### src/rtl/conf_shift_master_if.sv
// Bundle of pad-side and host-side signals for conf_shift_master.
// master: the shifter itself; slave: host logic plus pad/chain side.
interface conf_shift_master_if #(
  parameter int W = 256
);
  logic         START;
  logic [W-1:0] CONF_DATA;
  logic         BUSY;
  logic         DONE;
  logic         CLK_CONF;
  logic         SI_CONF;
  logic         LD_CONF;
  logic         DEF_CONF;
  logic         SO_CONF;
  logic [W-1:0] RB_DATA;
  logic         RB_MATCH;

  modport master (
    input  START, CONF_DATA, SO_CONF,
    output BUSY, DONE, CLK_CONF, SI_CONF,
    output LD_CONF, DEF_CONF, RB_DATA, RB_MATCH
  );

  modport slave (
    output START, CONF_DATA, SO_CONF,
    input  BUSY, DONE, CLK_CONF, SI_CONF,
    input  LD_CONF, DEF_CONF, RB_DATA, RB_MATCH
  );
endinterface

### src/rtl/conf_shift_master.sv
// Serial configuration chain master: shift word LSB-first, pulse load.
// Optional readback of old chain contents: CONF_SHIFT_MASTER_READBACK_EN.
module conf_shift_master #(
  parameter int CONF_WIDTH = 256,
  parameter int CLK_DIV    = 4,
  parameter int LD_GAP     = 1
) (
  input  logic CLK,
  input  logic RST_N,
  conf_shift_master_if.master bus
);

  localparam logic [2:0] S_IDLE  = 3'd0;
  localparam logic [2:0] S_SHIFT = 3'd1;
  localparam logic [2:0] S_GAP   = 3'd2;
  localparam logic [2:0] S_LOAD  = 3'd3;
  localparam logic [2:0] S_FIN   = 3'd4;

  localparam int CW = $clog2(CONF_WIDTH + 1);
  localparam int DW = $clog2(CLK_DIV + 1);
  localparam int GW = (LD_GAP > 0) ? $clog2(LD_GAP + 1) : 1;

  localparam logic [CW-1:0] BIT_LAST = CW'(CONF_WIDTH - 1);
  localparam logic [DW-1:0] DIV_LAST = DW'(CLK_DIV - 1);
  localparam logic [GW-1:0] GAP_LAST =
    GW'((LD_GAP > 0) ? LD_GAP - 1 : 0);

  logic [2:0]            state_q, state_d;
  logic [CW-1:0]         cnt_q, cnt_d;
  logic [DW-1:0]         div_q, div_d;
  logic                  ph_q, ph_d;
  logic [GW-1:0]         gap_q, gap_d;
  logic [CONF_WIDTH-1:0] sh_q, sh_d;
  logic                  busy_q, busy_d;
  logic                  done_q, done_d;
  logic                  cc_q, cc_d;
  logic                  si_q, si_d;
  logic                  ld_q, ld_d;
  logic                  def_q, def_d;

  logic hend;
  logic pend;

`ifdef CONF_SHIFT_MASTER_READBACK_EN
  logic [CONF_WIDTH-1:0] cur_q, cur_d;
  logic [CONF_WIDTH-1:0] prev_q, prev_d;
  logic [CONF_WIDTH-1:0] acc_q, acc_d;
  logic [CONF_WIDTH-1:0] rb_q, rb_d;
  logic                  have_q, have_d;
  logic                  match_q, match_d;
`endif

  // ph_q is the bit-period phase: 0 = low half, 1 = high half
  assign hend = (div_q == DIV_LAST);
  assign pend = hend & ph_q;

  always_comb begin
    state_d = state_q;
    cnt_d   = cnt_q;
    div_d   = div_q;
    ph_d    = ph_q;
    gap_d   = gap_q;
    sh_d    = sh_q;
    busy_d  = busy_q;
    done_d  = 1'b0;
    si_d    = si_q;
    ld_d    = ld_q;
    def_d   = def_q;
`ifdef CONF_SHIFT_MASTER_READBACK_EN
    cur_d   = cur_q;
    prev_d  = prev_q;
    acc_d   = acc_q;
    rb_d    = rb_q;
    have_d  = have_q;
    match_d = match_q;
`endif

    if (state_q == S_SHIFT || state_q == S_GAP ||
        state_q == S_LOAD) begin
      if (hend) begin
        div_d = '0;
        ph_d  = ~ph_q;
      end else begin
        div_d = div_q + 1'b1;
      end
    end

    case (state_q)
      S_IDLE: begin
        if (bus.START) begin
          sh_d    = bus.CONF_DATA;
          si_d    = bus.CONF_DATA[0];
          cnt_d   = '0;
          div_d   = '0;
          ph_d    = 1'b0;
          gap_d   = '0;
          busy_d  = 1'b1;
          state_d = S_SHIFT;
`ifdef CONF_SHIFT_MASTER_READBACK_EN
          cur_d   = bus.CONF_DATA;
          acc_d   = '0;
`endif
        end
      end
      S_SHIFT: begin
`ifdef CONF_SHIFT_MASTER_READBACK_EN
        // chain has not shifted yet at this edge: SO is the oldest bit
        if (hend && !ph_q) begin
          acc_d = acc_q >> 1;
          acc_d[CONF_WIDTH-1] = bus.SO_CONF;
        end
`endif
        if (pend) begin
          if (cnt_q == BIT_LAST) begin
            state_d = (LD_GAP > 0) ? S_GAP : S_LOAD;
            ld_d    = (LD_GAP == 0);
            gap_d   = '0;
          end else begin
            cnt_d = cnt_q + 1'b1;
            sh_d  = sh_q >> 1;
            si_d  = sh_d[0];
          end
        end
      end
      S_GAP: begin
        if (pend) begin
          if (gap_q == GAP_LAST) begin
            state_d = S_LOAD;
            ld_d    = 1'b1;
          end else begin
            gap_d = gap_q + 1'b1;
          end
        end
      end
      S_LOAD: begin
        if (pend) begin
          state_d = S_FIN;
          ld_d    = 1'b0;
          busy_d  = 1'b0;
          done_d  = 1'b1;
          def_d   = 1'b0;
`ifdef CONF_SHIFT_MASTER_READBACK_EN
          rb_d    = acc_q;
          match_d = have_q && (acc_q == prev_q);
          prev_d  = cur_q;
          have_d  = 1'b1;
`endif
        end
      end
      S_FIN: begin
        state_d = S_IDLE;
      end
      default: begin
        state_d = S_IDLE;
      end
    endcase

    cc_d = (state_d == S_SHIFT) && ph_d;
  end

  always_ff @(posedge CLK) begin
    if (!RST_N) begin
      state_q <= S_IDLE;
      cnt_q   <= '0;
      div_q   <= '0;
      ph_q    <= 1'b0;
      gap_q   <= '0;
      sh_q    <= '0;
      busy_q  <= 1'b0;
      done_q  <= 1'b0;
      cc_q    <= 1'b0;
      si_q    <= 1'b0;
      ld_q    <= 1'b0;
      def_q   <= 1'b1;
    end else begin
      state_q <= state_d;
      cnt_q   <= cnt_d;
      div_q   <= div_d;
      ph_q    <= ph_d;
      gap_q   <= gap_d;
      sh_q    <= sh_d;
      busy_q  <= busy_d;
      done_q  <= done_d;
      cc_q    <= cc_d;
      si_q    <= si_d;
      ld_q    <= ld_d;
      def_q   <= def_d;
    end
  end

`ifdef CONF_SHIFT_MASTER_READBACK_EN
  always_ff @(posedge CLK) begin
    if (!RST_N) begin
      cur_q   <= '0;
      prev_q  <= '0;
      acc_q   <= '0;
      rb_q    <= '0;
      have_q  <= 1'b0;
      match_q <= 1'b0;
    end else begin
      cur_q   <= cur_d;
      prev_q  <= prev_d;
      acc_q   <= acc_d;
      rb_q    <= rb_d;
      have_q  <= have_d;
      match_q <= match_d;
    end
  end

  assign bus.RB_DATA  = rb_q;
  assign bus.RB_MATCH = match_q;
`else
  logic unused_so;
  assign unused_so    = bus.SO_CONF;
  assign bus.RB_DATA  = '0;
  assign bus.RB_MATCH = 1'b0;
`endif

  assign bus.BUSY     = busy_q;
  assign bus.DONE     = done_q;
  assign bus.CLK_CONF = cc_q;
  assign bus.SI_CONF  = si_q;
  assign bus.LD_CONF  = ld_q;
  assign bus.DEF_CONF = def_q;

endmodule
### src/flat_wrapper.sv
// flat-port wrapper written by rule: the top's interface ports become plain ports
module conf_shift_master_flat 
#(
  parameter int CONF_WIDTH = 256,
  parameter int CLK_DIV    = 4,
  parameter int LD_GAP     = 1
)
  (CLK, RST_N, bus_START, bus_CONF_DATA, bus_SO_CONF, bus_BUSY, bus_DONE, bus_CLK_CONF, bus_SI_CONF, bus_LD_CONF, bus_DEF_CONF, bus_RB_DATA, bus_RB_MATCH);
  conf_shift_master_if bus_i ();
  input  logic CLK;
  input  logic RST_N;
  input wire logic [$bits(bus_i.START)-1:0] bus_START;
  input wire logic [$bits(bus_i.CONF_DATA)-1:0] bus_CONF_DATA;
  input wire logic [$bits(bus_i.SO_CONF)-1:0] bus_SO_CONF;
  output wire logic [$bits(bus_i.BUSY)-1:0] bus_BUSY;
  output wire logic [$bits(bus_i.DONE)-1:0] bus_DONE;
  output wire logic [$bits(bus_i.CLK_CONF)-1:0] bus_CLK_CONF;
  output wire logic [$bits(bus_i.SI_CONF)-1:0] bus_SI_CONF;
  output wire logic [$bits(bus_i.LD_CONF)-1:0] bus_LD_CONF;
  output wire logic [$bits(bus_i.DEF_CONF)-1:0] bus_DEF_CONF;
  output wire logic [$bits(bus_i.RB_DATA)-1:0] bus_RB_DATA;
  output wire logic [$bits(bus_i.RB_MATCH)-1:0] bus_RB_MATCH;
  assign bus_i.START = bus_START;
  assign bus_i.CONF_DATA = bus_CONF_DATA;
  assign bus_i.SO_CONF = bus_SO_CONF;
  assign bus_BUSY = bus_i.BUSY;
  assign bus_DONE = bus_i.DONE;
  assign bus_CLK_CONF = bus_i.CLK_CONF;
  assign bus_SI_CONF = bus_i.SI_CONF;
  assign bus_LD_CONF = bus_i.LD_CONF;
  assign bus_DEF_CONF = bus_i.DEF_CONF;
  assign bus_RB_DATA = bus_i.RB_DATA;
  assign bus_RB_MATCH = bus_i.RB_MATCH;
  conf_shift_master #(.CONF_WIDTH(CONF_WIDTH), .CLK_DIV(CLK_DIV), .LD_GAP(LD_GAP)) u_core (.CLK(CLK), .RST_N(RST_N), .bus(bus_i));
endmodule
### config.mk
export PLATFORM = sky130hd
export DESIGN_NAME = conf_shift_master_flat
export DESIGN_NICKNAME = d
export VERILOG_FILES = /design/src/rtl/conf_shift_master_if.sv /design/src/rtl/conf_shift_master.sv /design/src/flat_wrapper.sv
export SDC_FILE = /design/constraint.sdc
export NUM_CORES = 1
export LEC_CHECK = 0
export ABC_AREA = 1
export CAP_MARGIN = 10
export CORE_AREA = 2 2 202 204
export DETAILED_ROUTE_END_ITERATION = 8
export DIE_AREA = 0 0 204 206
export DONT_BUFFER_PORTS = 1
export HOLD_SLACK_MARGIN = 0.06
export MAX_ROUTING_LAYER = met4
export PLACE_DENSITY = 0.54
export REMOVE_ABC_BUFFERS = 1
export SLEW_MARGIN = 0
export SYNTH_ARGS = -nofsm -noshare
export SYNTH_HDL_FRONTEND = slang
export SYNTH_SLANG_ARGS = --single-unit
### constraint.sdc
create_clock -name CLK -period 2 [get_ports CLK]
set_clock_uncertainty 0.05 [all_clocks]
set_input_delay 0.2 -clock CLK [delete_from_list [all_inputs] [get_ports CLK]]
set_output_delay 0.2 -clock CLK [all_outputs]
set_load 0.02 [all_outputs]
Yosys cells after proc, flatten, opt, wreduce, memory -nomap -nowiden
Index checks and enable logic that the tools add are counted.

Bits of input ports: 260. Output and inout port bits: 263. Logic and storage cells: 84. Flip-flop bits (word level): 279.

Bitwise gates (word level): 2. Muxes and demuxes: 40. Reductions and logical operators: 14. Add/subtract/negate cells: 3. Eq/ne operators: 13.

Operators with widths (count): $mux W256 (3); $pmux W256 S2 (1); $mux W3 (10); $mux W9 (3); $pmux W9 S2 (1); $mux W1 (17); $pmux W3 S4 (1); $add A9 B1 Y9 const B (1); $eq A3 B2 Y1 const B (3); $eq A9 B8 Y1 const B (1); $ne A2 B2 Y1 const B (4); $eq A3 B1 Y1 const B (2); $ne A2 B1 Y1 const B (3); $pmux W1 S3 (2); $reduce_and A6 Y1 (1); $reduce_bool A3 Y1 (2); $reduce_and A5 Y1 (1); $pmux W1 S2 (2); $reduce_and A2 Y1 (2); $reduce_and A4 Y1 (1); $reduce_bool A2 Y1 (2); $add A3 B1 Y3 const B (1); $logic_not A3 Y1 (1); $reduce_and A3 Y1 (1); 5 further kinds (6).

Depth between registers and ports, before layout
Depth in word-level cells: 7. Depth in mapped cells: 11. Mapped depth without buffers: 10.

Worst setup path after synthesis
Ideal clock, no wire load.

Kind: reg2reg. Start point: register u_core.cnt_q[0]. End point: register u_core.sh_q[139]. Period minus slack after synthesis: 2028 ps. Slack: -28 ps. Stages on the path, launching flop included: 12. Setup time: 116 ps. Required time: 1834 ps. Arrival: 1862 ps. Path buffers: 2. Cells stage by stage: dfxtp_1 ha_1 nand3_1 nor4_1 ha_1 inv_1 a21oi_2 nor2_4 buf_4 buf_2 nor2_1 nor2_1.

Cells in the longest elaborated chain, start to end: 3.

Ends and longest elaborated chain: start, declared (line conf_shift_master.sv:29) `logic [CW-1:0] cnt_q, cnt_d;`; start signal, assigned (line conf_shift_master.sv:177) `cnt_q <= cnt_d;`; $eq A9 B8 Y1 (line conf_shift_master.sv:114) `if (cnt_q == BIT_LAST) begin`; $ne A2 B2 Y1 (no line); $reduce_and A4 Y1 (no line); end signal, assigned (line conf_shift_master.sv:168) `sh_q <= '0;`; end signal, assigned (line conf_shift_master.sv:181) `sh_q <= sh_d;`; end, declared (line conf_shift_master.sv:33) `logic [CONF_WIDTH-1:0] sh_q, sh_d;`.

No other way between the ends. A chain may end at the register's enable or synchronous reset.

Worst setup path in the final report
Start point: register u_core.cnt_q[0]. End point: register u_core.sh_q[184].

The elaborated chain is that of the path after synthesis.

==> reports/metrics.csv <==
stage;metric;value;unit
grt;initial antenna violation count;0;
min_path;worst hold path class;primary input to register;
setup_path;critical path data required time;2.39;ns
final_layout;most common cell after layout, fill and taps aside;sky130_fd_sc_hd__nand2_1;
run_status;violations in the final reports;negative hold slack, negative setup slack;
pwr;Leakage Power;8.21;nW
run_status;result of the run;finished with violations;
die;starting utilization of the core area;0.368;
final_layout;fillcell total;4284;
timing;Max Freq;0.492;GHz
synth;Synth Warn #;0;
setup_path;Crit path top cell by count;sky130_fd_sc_hd__nor2_1;
timing;Slew Limit Headroom;0.650;
setup_path;data arrival time at the worst-slack endpoint;2.42;ns
drt;Routed wire per std cell;13.8;um
timing;final number of setup-violating endpoints;13;
timing;period utilization;1.02;
clocking;clock root buffer;sky130_fd_sc_hd__clkbuf_16;
synth;cell count after synthesis;2325;
final_layout;diode insertion count for antenna repair;0;
place;HPWL reported at the end of detailed placement;23500;um
final_layout;most frequent cells in the layout;792 x sky130_fd_sc_hd__nand2_1, 439 x sky130_fd_sc_hd__nor2_1, 273 x sky130_fd_sc_hd__dfxtp_1;
setup_path;worst reg-to-reg setup slack;-0.03;ns
grt;most used routing layer in global routing;met2;
setup_path;critical-path cell list;ha_4 > nand3_4 > nor4_4 > ha_2 > inv_2 > a21oi_4 > nor2_4 > buf_12 > clkbuf_16 > buf_16 > nor2_1 > nor2_1;
setup_path;beginning of the critical path;u_core.cnt_q[0]$_SDFFE_PN0P_;
clocking;H-tree levels;1;
timing;worst slack on hold paths;-0.257;ns
clocking;TritonCTS clock tree;done;
setup_path;total buffers and inverters traversed by the critical path;4;
die;core region area;40200;sq um
die;die width;204;um
die;Total Die Area;42000;sq um
setup_path;slowest cell on the critical path;sky130_fd_sc_hd__dfxtp_2;
final_layout;design area;16800;sq um
setup_path;nature of the critical path startpoint;register;
grt;sum of overflow across all layers after global routing;0;
timing;Least-Margin Pin Slew;0.525;ns
setup_path;endpoint type of the worst setup path;register;
grt;overall fraction of global-route tracks in use;0.173;
drt;first drt pass iteration count;5;
place;GPL Wtd Cong;0.797;
setup_path;Critical Path Fanout Max;13;
setup_path;R2R Path Start;u_core.cnt_q[0]$_SDFFE_PN0P_;
die;height of the chip;206;um
clocking;Inserted Clock Buffers;30;
setup_path;peak per-stage delay on the critical path;0.35;ns
synth;flip-flop and latch count after synthesis;277;
place;count of input and output buffers;0;
synth;average cell area after synthesis;6.37;sq um
clocking;clock network latency to the later pin of the worst-skew pair;0.56;ns
drt;detailed-route vias per instance;4.51;
synth;count of different cell masters after synthesis;30;
drt;post-detailed-route count of antenna-violating nets;0;
final_layout;Area growth, synth to finish;13.3;%
grt;met2 GRT Util;0.289;
grt;global-route met3 utilization;0.0238;
timing;RSZ-0062 raised after global routing;yes;
final_layout;number of nets in the layout;2576;
pwr;power density over cell area;893;nW/um^2
drt;number of DRC violations after detailed routing;0;
die;number of I/O pins;523;
run;count of maximum capacitance violations;0;
synth;mapped cell area;14800;sq um
clocking;clock-pin slew on the worst setup and hold paths;0.06;ns
timing;clock period minus final worst setup slack;2.03;ns
place;Cell Area, Placed;14500;sq um
min_path;worst min-delay path startpoint;RST_N;
setup_path;path type of the worst setup path;register to register;
setup_path;Largest delay share family, worst path;buffers and inverters;
timing;count of pins over their slew limit;0;
final_layout;fraction of final layout cells with drive strength greater than 1;0.117;
timing;final setup slack of the worst path;-0.0308;ns
clocking;number of buffers on the longest clock path;3;
clocking;number of clock sinks;277;
grt;maximum number of pins on one net before global-route repair;259;
drt;number of DRC markers after the initial detailed-route iteration;838;
synth;share of the yosys chip area belonging to registers;0.375;
pwr;VDD IR-drop max;605;uV
die;site row count;74;
timing;final number of hold-violating endpoints;256;
drt;final wirelength;39600;um
grt;global routing met1 resource utilization;0.222;
grt;vias in the first global route;11400;
grt;global-route wire length before repair;58100;um
clocking;number of buffers added to fix hold violations after cts;4;
drt;total vias in the final route;12900;
layout make-up:
cell class	instances	area (sq um)	area share
Timing Repair Buffer	96	1480	0.0883
Sequential cell	277	5550	0.331
Multi-Input combinational cell	1889	8030	0.479
Inverter	18	67.6	0.00403
Clock buffer	45	918	0.0548
Clock inverter	7	62.6	0.00373
Tap cell	532	666	0.0397
report_power, final:
group	switching (W)	internal, W	total, W	leakage, nW
registers	0.000323	0.00608	0.00640	2.30
logic	0.00192	0.00111	0.00304	5.43
clock network	0.00227	0.00327	0.00553	0.486
per-layer routing:
metal | share of wire | wire length [um] | vias up
met5 | 0 | 0 | -
met4 | 0.016 | 638 | 0
met3 | 0.051 | 2030 | 42
met2 | 0.48 | 19000 | 364
met1 | 0.45 | 18000 | 5855
li1 | - | - | 6665
registers in the layout, indices dropped and copies added, names as in the netlist:
name,cells
u_core.sh_q,256
u_core.cnt_q,9
u_core.div_q,3
u_core.state_q,3
u_core.bus.BUSY,1
u_core.bus.CLK_CONF,1
u_core.bus.DEF_CONF,1
u_core.bus.DONE,1
u_core.bus.LD_CONF,1
u_core.ph_q,1
path summary, 6_finish.rpt:
kind / to / depth (start not counted)
max reg2reg: u_core.sh_q[184]$_SDFFE_PN0P_ / 12
min: u_core.sh_q[190]$_SDFFE_PN0P_ / 2
min reg2reg: u_core.sh_q[255]$_SDFFE_PN0P_ / 2
max: u_core.sh_q[184]$_SDFFE_PN0P_ / 12
per-stage QoR:
step	power [W]	TNS [ns]	utilization	worst slack (ns)	cells
after floorplan	0.00836	-1037.40	-	-4.13	2182
after detailed placement	0.00894	-40.43	0.360	-0.232	2770
after CTS	0.0147	-1.28	0.395	-0.0450	2843
final	0.0150	-0.0962	0.417	-0.0308	2864
after global routing	0.0158	-19.96	0.417	-0.130	2864
after global placement	0.00889	-22.15	0.360	-0.172	2770
Yosys cell counts:
library cell / count / area (sq um)
sky130_fd_sc_hd__buf_2: 88 / 440
sky130_fd_sc_hd__o21ai_4: 1 / 16.3
sky130_fd_sc_hd__nor3_1: 3 / 15.0
sky130_fd_sc_hd__xor2_1: 2 / 17.5
sky130_fd_sc_hd__nor2_1: 534 / 2000
sky130_fd_sc_hd__o21ai_0: 184 / 921
sky130_fd_sc_hd__o21ai_1: 79 / 395
sky130_fd_sc_hd__and3_1: 1 / 6.26
sky130_fd_sc_hd__buf_6: 1 / 11.3
sky130_fd_sc_hd__a31oi_1: 1 / 6.26
sky130_fd_sc_hd__a21oi_2: 1 / 8.76
sky130_fd_sc_hd__dfxtp_1: 277 / 5550
sky130_fd_sc_hd__buf_4: 263 / 1970
sky130_fd_sc_hd__conb_1: 1 / 3.75
sky130_fd_sc_hd__xnor2_1: 1 / 8.76
sky130_fd_sc_hd__nor2_4: 2 / 22.5
sky130_fd_sc_hd__inv_2: 2 / 7.51
sky130_fd_sc_hd__inv_1: 15 / 56.3
sky130_fd_sc_hd__nor4_1: 1 / 6.26
sky130_fd_sc_hd__ha_1: 4 / 50.1
sky130_fd_sc_hd__nand3_1: 8 / 40.0
sky130_fd_sc_hd__clkinv_1: 1 / 3.75
sky130_fd_sc_hd__a21oi_1: 8 / 40.0
sky130_fd_sc_hd__nand2_4: 1 / 11.3
sky130_fd_sc_hd__clkbuf_1: 45 / 169
sky130_fd_sc_hd__nand2_2: 1 / 6.26
sky130_fd_sc_hd__nand2_1: 793 / 2980
sky130_fd_sc_hd__nand4_1: 4 / 25.0
sky130_fd_sc_hd__o21ai_2: 1 / 8.76
sky130_fd_sc_hd__buf_1: 2 / 7.51
timing repair:
action	in CTS	in global routing
setup endpoints to repair	261	262
buffers inserted	10	5
gates resized for setup	32	266
pin swaps	7	7
gates cloned	7	17
hold endpoints to repair	266	256
logic make-up after synthesis:
family | Yosys count | share of synthesized area
compound gates | 275 | 0.0943
other cells | 1 | 0.000253
simple gates | 1348 | 0.345
flops | 277 | 0.375
xor+xnor | 3 | 0.00178
buf+inv | 417 | 0.180
fa+ha+maj | 4 | 0.00338
Note: power is estimated with default switching activity, not from simulation.
